[config.mk]
export PLATFORM = sky130hd
export DESIGN_NAME = btn_led_ctrl
export DESIGN_NICKNAME = d
export VERILOG_FILES = /design/src/rtl/btn_led_pkg.sv /design/src/rtl/key_debounce.sv /design/src/rtl/btn_led_ctrl.sv
export SDC_FILE = /design/constraint.sdc
export NUM_CORES = 1
export LEC_CHECK = 0
export CORE_MARGIN = 2
export CORE_UTILIZATION = 50
export CTS_CLUSTER_DIAMETER = 50
export DETAILED_ROUTE_END_ITERATION = 16
export PLACE_DENSITY_LB_ADDON = 0.15
export SETUP_SLACK_MARGIN = 0.3
export SKIP_CTS_REPAIR_TIMING = 1
export SLEW_MARGIN = 0
export SYNTH_ARGS = -nofsm -noshare
export SYNTH_HDL_FRONTEND = slang
export SYNTH_SLANG_ARGS = --single-unit
[constraint.sdc]
create_clock -name F_CLK -period 3.4 [get_ports F_CLK]
set_input_delay 0.51 -clock F_CLK [delete_from_list [all_inputs] [get_ports F_CLK]]
set_output_delay 0.51 -clock F_CLK [all_outputs]
set_load 0.005 [all_outputs]
[src/rtl/btn_led_pkg.sv]
// Shared types for the key/LED controller: LED modes, key polarity and mode sequencing.
package btn_led_pkg;

  typedef enum logic [1:0] {
    MODE_OFF  = 2'd0,
    MODE_ON   = 2'd1,
    MODE_SLOW = 2'd2,
    MODE_FAST = 2'd3
  } mode_e;

  localparam logic KEY_PRESSED = 1'b0;

  function automatic mode_e next_mode(input mode_e m);
    case (m)
      MODE_OFF:  return MODE_ON;
      MODE_ON:   return MODE_SLOW;
      MODE_SLOW: return MODE_FAST;
      default:   return MODE_OFF;
    endcase
  endfunction

endpackage

[src/rtl/key_debounce.sv]
// Two-flop synchroniser and level debouncer for an active-low key, with registered
// single-cycle press/release strobes issued on the cycle the debounced level flips.
module key_debounce
  import btn_led_pkg::*;
#(
  parameter int DEBOUNCE_CYC = 250_000
) (
  input  logic clk_i,
  input  logic rst_i,
  input  logic key_i,
  output logic press_o,
  output logic release_o
);

  localparam int CNT_W = $clog2(DEBOUNCE_CYC);

  logic             sync1_q;
  logic             sync2_q;
  logic             db_q;
  logic [CNT_W-1:0] cnt_q;

  // Sync flops and debounced level reset to "released" so a key held through reset
  // must still complete a full debounce window afterwards.
  always_ff @(posedge clk_i or posedge rst_i) begin
    if (rst_i) begin
      sync1_q   <= 1'b1;
      sync2_q   <= 1'b1;
      db_q      <= 1'b1;
      cnt_q     <= '0;
      press_o   <= 1'b0;
      release_o <= 1'b0;
    end else begin
      sync1_q   <= key_i;
      sync2_q   <= sync1_q;
      press_o   <= 1'b0;
      release_o <= 1'b0;
      if (sync2_q == db_q) begin
        cnt_q <= '0;
      end else if (cnt_q == CNT_W'(DEBOUNCE_CYC - 1)) begin
        cnt_q     <= '0;
        db_q      <= sync2_q;
        press_o   <= (sync2_q == KEY_PRESSED);
        release_o <= (sync2_q != KEY_PRESSED);
      end else begin
        cnt_q <= cnt_q + CNT_W'(1);
      end
    end
  end

endmodule

[src/rtl/btn_led_ctrl.sv]
// Key-stepped LED mode controller: OFF -> ON -> SLOW -> FAST -> OFF on each clean press.
// Define BTN_LED_LONGPRESS_EN to advance on release instead and force OFF on a long hold.
module btn_led_ctrl
  import btn_led_pkg::*;
#(
  parameter int DEBOUNCE_CYC = 250_000,
  parameter int SLOW_HALF    = 12_500_000,
  parameter int FAST_HALF    = 2_500_000
`ifdef BTN_LED_LONGPRESS_EN
  , parameter int LONG_CYC   = 100_000_000
`endif
) (
  input  logic       F_CLK,
  input  logic       F_RST,
  input  logic [1:1] F_KEY,
  output logic [2:1] F_LED,
  output logic [1:0] MODE
);

  localparam int BLINK_MAX = (SLOW_HALF > FAST_HALF) ? SLOW_HALF : FAST_HALF;
  localparam int BLINK_W   = $clog2(BLINK_MAX + 1);

  logic               press_s;
  logic               release_s;
  logic               advance;
  logic               long_hit;
  mode_e              mode_q;
  mode_e              mode_d;
  logic [BLINK_W-1:0] blink_cnt_q;
  logic [BLINK_W-1:0] blink_end;
  logic               phase_q;
  logic               held_q;
  logic               led_d3_q;

  key_debounce #(
    .DEBOUNCE_CYC(DEBOUNCE_CYC)
  ) u_debounce (
    .clk_i    (F_CLK),
    .rst_i    (F_RST),
    .key_i    (F_KEY[1]),
    .press_o  (press_s),
    .release_o(release_s)
  );

`ifdef BTN_LED_LONGPRESS_EN
  localparam int HOLD_W = $clog2(LONG_CYC + 1);

  logic [HOLD_W-1:0] hold_cnt_q;
  logic              long_q;

  assign long_hit = held_q && !long_q && (hold_cnt_q == HOLD_W'(LONG_CYC - 1));
  assign advance  = release_s && !long_q;

  // A release always ends a long hold; the flag only suppresses that one advance.
  always_ff @(posedge F_CLK or posedge F_RST) begin
    if (F_RST) begin
      hold_cnt_q <= '0;
      long_q     <= 1'b0;
    end else begin
      if (release_s) begin
        long_q <= 1'b0;
      end else if (long_hit) begin
        long_q <= 1'b1;
      end
      if (!held_q || long_q) begin
        hold_cnt_q <= '0;
      end else begin
        hold_cnt_q <= hold_cnt_q + HOLD_W'(1);
      end
    end
  end
`else
  assign long_hit = 1'b0;
  assign advance  = press_s;
`endif

  always_comb begin
    mode_d = mode_q;
    if (long_hit) begin
      mode_d = MODE_OFF;
    end else if (advance) begin
      mode_d = next_mode(mode_q);
    end
  end

  assign blink_end = (mode_q == MODE_SLOW) ? BLINK_W'(SLOW_HALF - 1) : BLINK_W'(FAST_HALF - 1);

  // Any mode change restarts the blink lit with a full half-period.
  always_ff @(posedge F_CLK or posedge F_RST) begin
    if (F_RST) begin
      mode_q      <= MODE_OFF;
      blink_cnt_q <= '0;
      phase_q     <= 1'b1;
      held_q      <= 1'b0;
      led_d3_q    <= 1'b0;
    end else begin
      mode_q <= mode_d;

      if (press_s) begin
        held_q <= 1'b1;
      end else if (release_s) begin
        held_q <= 1'b0;
      end

      if ((mode_d != mode_q) || (mode_q == MODE_OFF) || (mode_q == MODE_ON)) begin
        blink_cnt_q <= '0;
        phase_q     <= 1'b1;
      end else if (blink_cnt_q == blink_end) begin
        blink_cnt_q <= '0;
        phase_q     <= ~phase_q;
      end else begin
        blink_cnt_q <= blink_cnt_q + BLINK_W'(1);
      end

      case (mode_q)
        MODE_OFF: led_d3_q <= 1'b0;
        MODE_ON:  led_d3_q <= 1'b1;
        default:  led_d3_q <= phase_q;
      endcase
    end
  end

  assign F_LED = {held_q, led_d3_q};
  assign MODE  = mode_q;

endmodule

# Word level (Yosys, flattened, before mapping)

Cells that the tools add are included.

Mux-type cells: 16
Order comparisons: 0
Reduce and logical (&&, ||, !) cells: 6
$mul: 0
Shift-type cells: 0
Div/mod/pow operators: 0
Add/sub/neg operators: 2
Eq/ne operators: 6
Bitwise operators: 3

Operator list:

| kind                                                                  | count |
|---|---|
| 24-bit 2-to-1 mux                                                     | 3 |
| 18-bit 2-to-1 mux                                                     | 2 |
| 24-bit by 1-bit adder with 24-bit output, second input constant       | 1 |
| 24-bit equality test                                                  | 1 |
| 18-bit by 1-bit adder with 18-bit output, second input constant       | 1 |
| 18-bit equality test, second input constant                           | 1 |
| 1-bit 2-to-1 mux                                                      | 8 |
| 2-bit case mux with 3 select lines                                    | 1 |
| 2-bit nonzero test                                                    | 2 |
| 1-bit inverter                                                        | 3 |
| 2-bit by 1-bit equality test with 1-bit output, second input constant | 1 |
| 2-bit equality test, second input constant                            | 1 |
| 2-bit logical NOT                                                     | 1 |
| 1-bit logical OR                                                      | 2 |
| 2-bit 2-to-1 mux                                                      | 1 |
| 2-bit != test                                                         | 1 |
| 1-bit case mux with 2 select lines                                    | 1 |
| 2-bit AND reduction                                                   | 1 |
| 1-bit equality test                                                   | 1 |

RAM bits: 0
Memory bits (read-only): 0
Bits of input ports: 3
Word-level logic and storage cells: 44
Register bits: 52
Memories: 0
Bits in latches: 0

# Depth between registers and ports, before layout

Depth in word-level cells: 7
Mapped depth: 9

# Modules after synthesis

From an unflattened synthesis, not the netlist that was laid out.

Cell total of the unflattened synthesis: 276
Area, all modules: 2807.7 um2

By module, submodules not included:

| module       | cells an instance | times used | area an instance (um2) |
|---|---|---|---|
| btn_led_ctrl | 170               | 1          | 1660.3 |
| key_debounce | 106               | 1          | 1147.4 |

# Worst setup path before layout

No wires, ideal clock.

Kind: reg-to-reg
Start point: reg mode_q[0], in the netlist MODE[0]
End point: reg blink_cnt_q[2]
Buffers on the path: 2
Clock period less this slack: 2.130 ns
Arrival: 2.002 ns
Library setup time: 0.127 ns
Cell stages (with the launch flop): 9
Slack: 1.270 ns
Cell sequence: dfrtp_1 -> inv_1 -> ha_1 -> clkbuf_1 -> and4_1 -> nand4_1 -> a2111oi_4 -> buf_2 -> nor3_1

Cells in the longest elaborated chain, start to end: 7
Elaborated cells between the ends (all ways): 12
Classes of those cells: eq/ne (4); mux (5); reduce/logical (3)

RTL lines:

| what                                              | RTL line                              | source |
|---|---|---|
| start, declared                                   | btn_led_ctrl.sv:27                    | `mode_e mode_q;` |
| start signal, assigned                            | btn_led_ctrl.sv:97                    | `mode_q <= mode_d;` |
| 2-bit equality test, or another cell as far along | btn_led_pkg.sv:14, btn_led_ctrl.sv:86 |  |
| 2-bit case mux with 3 select lines                | btn_led_pkg.sv:14                     | `case (m)` |
| 2-bit 2-to-1 mux                                  | btn_led_ctrl.sv:81                    | `end else if (advance) begin` |
| 2-bit != test                                     | btn_led_ctrl.sv:105                   | `if ((mode_d != mode_q) \|\| (mode_q == MODE_OFF) \|\| (mode_q == MODE_ON)) begin` |
| 1-bit logical OR (2 in series)                    | btn_led_ctrl.sv:105                   |  |
| 24-bit 2-to-1 mux *                               | btn_led_ctrl.sv:105                   |  |
| end signal, assigned                              | btn_led_ctrl.sv:112                   | `blink_cnt_q <= blink_cnt_q + BLINK_W'(1);` |
| end, declared                                     | btn_led_ctrl.sv:29                    | `logic [BLINK_W-1:0] blink_cnt_q;` |

Every way passes the cells marked *; elsewhere a longest branch is shown, timed or not.
A chain may end at the register's enable or synchronous reset.

# Worst setup path in the final report

Start point: reg mode_q[0], in the netlist MODE[0]
End point: reg blink_cnt_q[14]

Same word-level chain as after synthesis.

==> metrics.txt <==
Synth async-reset ratio=100%; area delta synth->final=7.39%; Syn Nets=around 290; num rows=27; Final Hold Fails=0; initial antenna violation count=0; clock insertion delay at the later pin of the skew report=about 0.31 ns; Setup Skew=~0.012 ns; Achievable Freq=about 380 MHz; clock tree buffer depth=2; CP endpoint kind=flop; Startpoint Class=flop; Initial Util=~50%; worst min path class=flop to flop; #FFs+latches synth=52; post-synthesis xor/xnor area fraction=under 10%; Slew @ Worst Pin=0.788 ns; fillers=between 400 and 500; Synth Area in Compound Gates=under 10%; worst-path fanout max=13; Synth Area in Adders=under 10%; Slew Limit Fails=0; fin crit period=about 2.6 ns; GR Overflow Total=0; residual DRC count=0; Simple-Gate Fraction of Synth Area=between 20% and 30%; clk root buf=clkbuf_8; leakage=between 1 and 1.5 nW; Die Wd=approximately 79 um; Clock Pin Slew Worst Setup and Hold Paths=roughly 0.10 ns; Worst VDD drop=approximately 0.00021 V; number of max-cap violations=0; sequential share of the synthesized area=around 47%; first-pass GRT wire length=9.34 mm; Total Neg Setup Slack=0 ns; combinational family with the most area after synthesis=simple AND/OR/NAND/NOR gates; height of the die=slightly below 80 um; fin nets=between 200 and 300; vias in the first global route=1992; initial DRC count=around 140; Ant. Diodes=0; Rel. slew slack=47.4%; Setup-failing EPs final=0; worst path required time=around 3.6 ns; die area=approximately 6200 um2; hpwl dp=3.49 mm; proportion of synthesized area in mux cells=0.766%; I/O Buffers=6; status=finished, final reports clean; Wirelength per Cell=between 10 and 15 um; Placer Congestion=0.786; CP Class=flop to flop; EDFF count, synth=0; H-tree depth=2; CTS tree=built; RSZ-0062 raised after global routing=no; IO Count=7; Top FF cell, synth=dfrtp_1; via count=roughly 2k; most frequent cell after synthesis=dfrtp_1; Post-Synthesis Cells=around 280; Mapped Area=2780 um2; post-route ant nets=0; Synth top area share=43.3%; pin count of the biggest net entering global routing=between 40 and 50; average cell area after synthesis=about 10 um2; pwr dens=between 300 and 400 nW/um2; Pre-antenna DRT Iters=4; CTS Buf Count=5; Yosys cell types=43; DR vias/cell=approximately 5.7; Synth area leader=dfrtp_1; WL final=5.00 mm; dominant cells by area after synthesis=dfrtp_1 43%, xnor2_1 5.4%, xor2_1 4.1%; Final Power=around 1.1 mW; Total Routing Usage GR=between 10% and 20%; layout cells sized above 1=11.1%; CORE AREA=5440 um2; Critical Path AT=between 2 and 3 ns; yosys warns=0; final period utilization=roughly 77%; commonest cells in the netlist=48 x dfrtp_1, 20 x nor3_1, 18 x nor2_1; Num Clock Sinks=52
## worst max-delay path, stage by stage, from the launching register on
cell       delay [ns]
dfrtp_1          0.43
inv_1            0.14
ha_1             0.32
and4_1           0.23
nand4_1          0.15
a2111oi_4        0.81
buf_4            0.33
nor3_1           0.07
## state kept, by name (all words and copies together), names as in the netlist
| name | count |
|---|---|
| u_debounce.cnt_q | 18 |
| u_debounce.press_o | 1 |
| led_d3_q | 1 |
| u_debounce.release_o | 1 |
| u_debounce.sync2_q | 1 |
| phase_q | 1 |
| u_debounce.sync1_q | 1 |
| u_debounce.db_q | 1 |
| blink_cnt_q | 24 |
| held_q | 1 |
| MODE | 2 |
## metrics by stage
step / instance area, um2 / utilization (%) / instances / worst slack [ns] / hold slack, ns
5_1_grt: 2980 / 54.8 / 351 / 0.569 / 0.366
3_3_place_gp: 2870 / 52.8 / 343 / 0.924 / 0.347
6_report: 2980 / 54.8 / 351 / 0.788 / 0.361
4_1_cts: 2980 / 54.8 / 351 / 0.796 / 0.363
2_1_floorplan: 2780 / - / 277 / 1.27 / 0.345
3_5_place_dp: 2870 / 52.8 / 343 / 0.822 / 0.349
## path summary, 6_finish.rpt
kind                                         startpoint                            to  slack [ns]  cells past startpoint
setup reg to reg                      MODE[0]$_DFF_PP0_     blink_cnt_q[14]$_DFF_PP0_        0.79                      7
min in group asynchronous                         F_RST     blink_cnt_q[23]$_DFF_PP0_        0.43                      2
hold / removal             u_debounce.sync1_q$_DFF_PP1_  u_debounce.sync2_q$_DFF_PP1_        0.36                      0
hold reg to reg            u_debounce.sync1_q$_DFF_PP1_  u_debounce.sync2_q$_DFF_PP1_        0.36                      0
setup / recovery                      MODE[0]$_DFF_PP0_     blink_cnt_q[14]$_DFF_PP0_        0.79                      7
max in group asynchronous                         F_RST      blink_cnt_q[3]$_DFF_PP0_        2.17                      3
## report_power, final
part,switching [mW],leakage (nW),internal [mW]
combinational,0.0174,0.342,0.00709
sequential,0.00451,0.710,0.623
clock,0.204,0.0541,0.218
total,0.226,1.11,0.848
## area by class of cell
cell class | instances | area, um2 | share of cell area (%)
multi-input combinational | 201 | 1360 | 45.5
clock inverter | 3 | 42.5 | 1.43
timing repair buffer | 9 | 82.6 | 2.77
inverter | 9 | 33.8 | 1.13
tap | 72 | 90.1 | 3.02
sequential | 52 | 1310 | 43.8
clock buffer | 5 | 68.8 | 2.31
## per-layer routing
layer	track usage (%)	vias up	wire length, um
met1	25.8	977	2540
met2	30.5	20	2290
met4	5.26	0	57
met3	3.79	6	118
met5	0	-	0
li1	-	998	-
## kinds of logic (layout without fill, tap and decap cells)
logic type,count (synthesis),count (layout)
simple gates,131,131
flops,52,52
compound gates,33,33
xor+xnor,30,30
buf+inv,24,26
fa+ha+maj,5,5
mux,2,2
## cells in the final DEF, fill, tap and decap left out, types with 2 or more instances in the layout
cell and n:
dfrtp_1 48, nor3_1 20, nor2_1 18, xnor2_1 17
nand2_1 16, nand3_1 15, o21ai_0 15, xor2_1 13
nand4_1 10, or3_1 10, inv_1 8, nor4_1 7
and4_1 6, clkdlybuf4s50_1 6, or4_1 5, and3_1 5
a211oi_2 5, ha_1 5, clkbuf_8 5, a211oi_1 4
nor3b_1 4, dfstp_2 4, nor4b_1 3, a21oi_1 3
buf_4 3, nand4_2 2, and2_1 2, or2_2 2
Power figures use the tool's default switching activity.
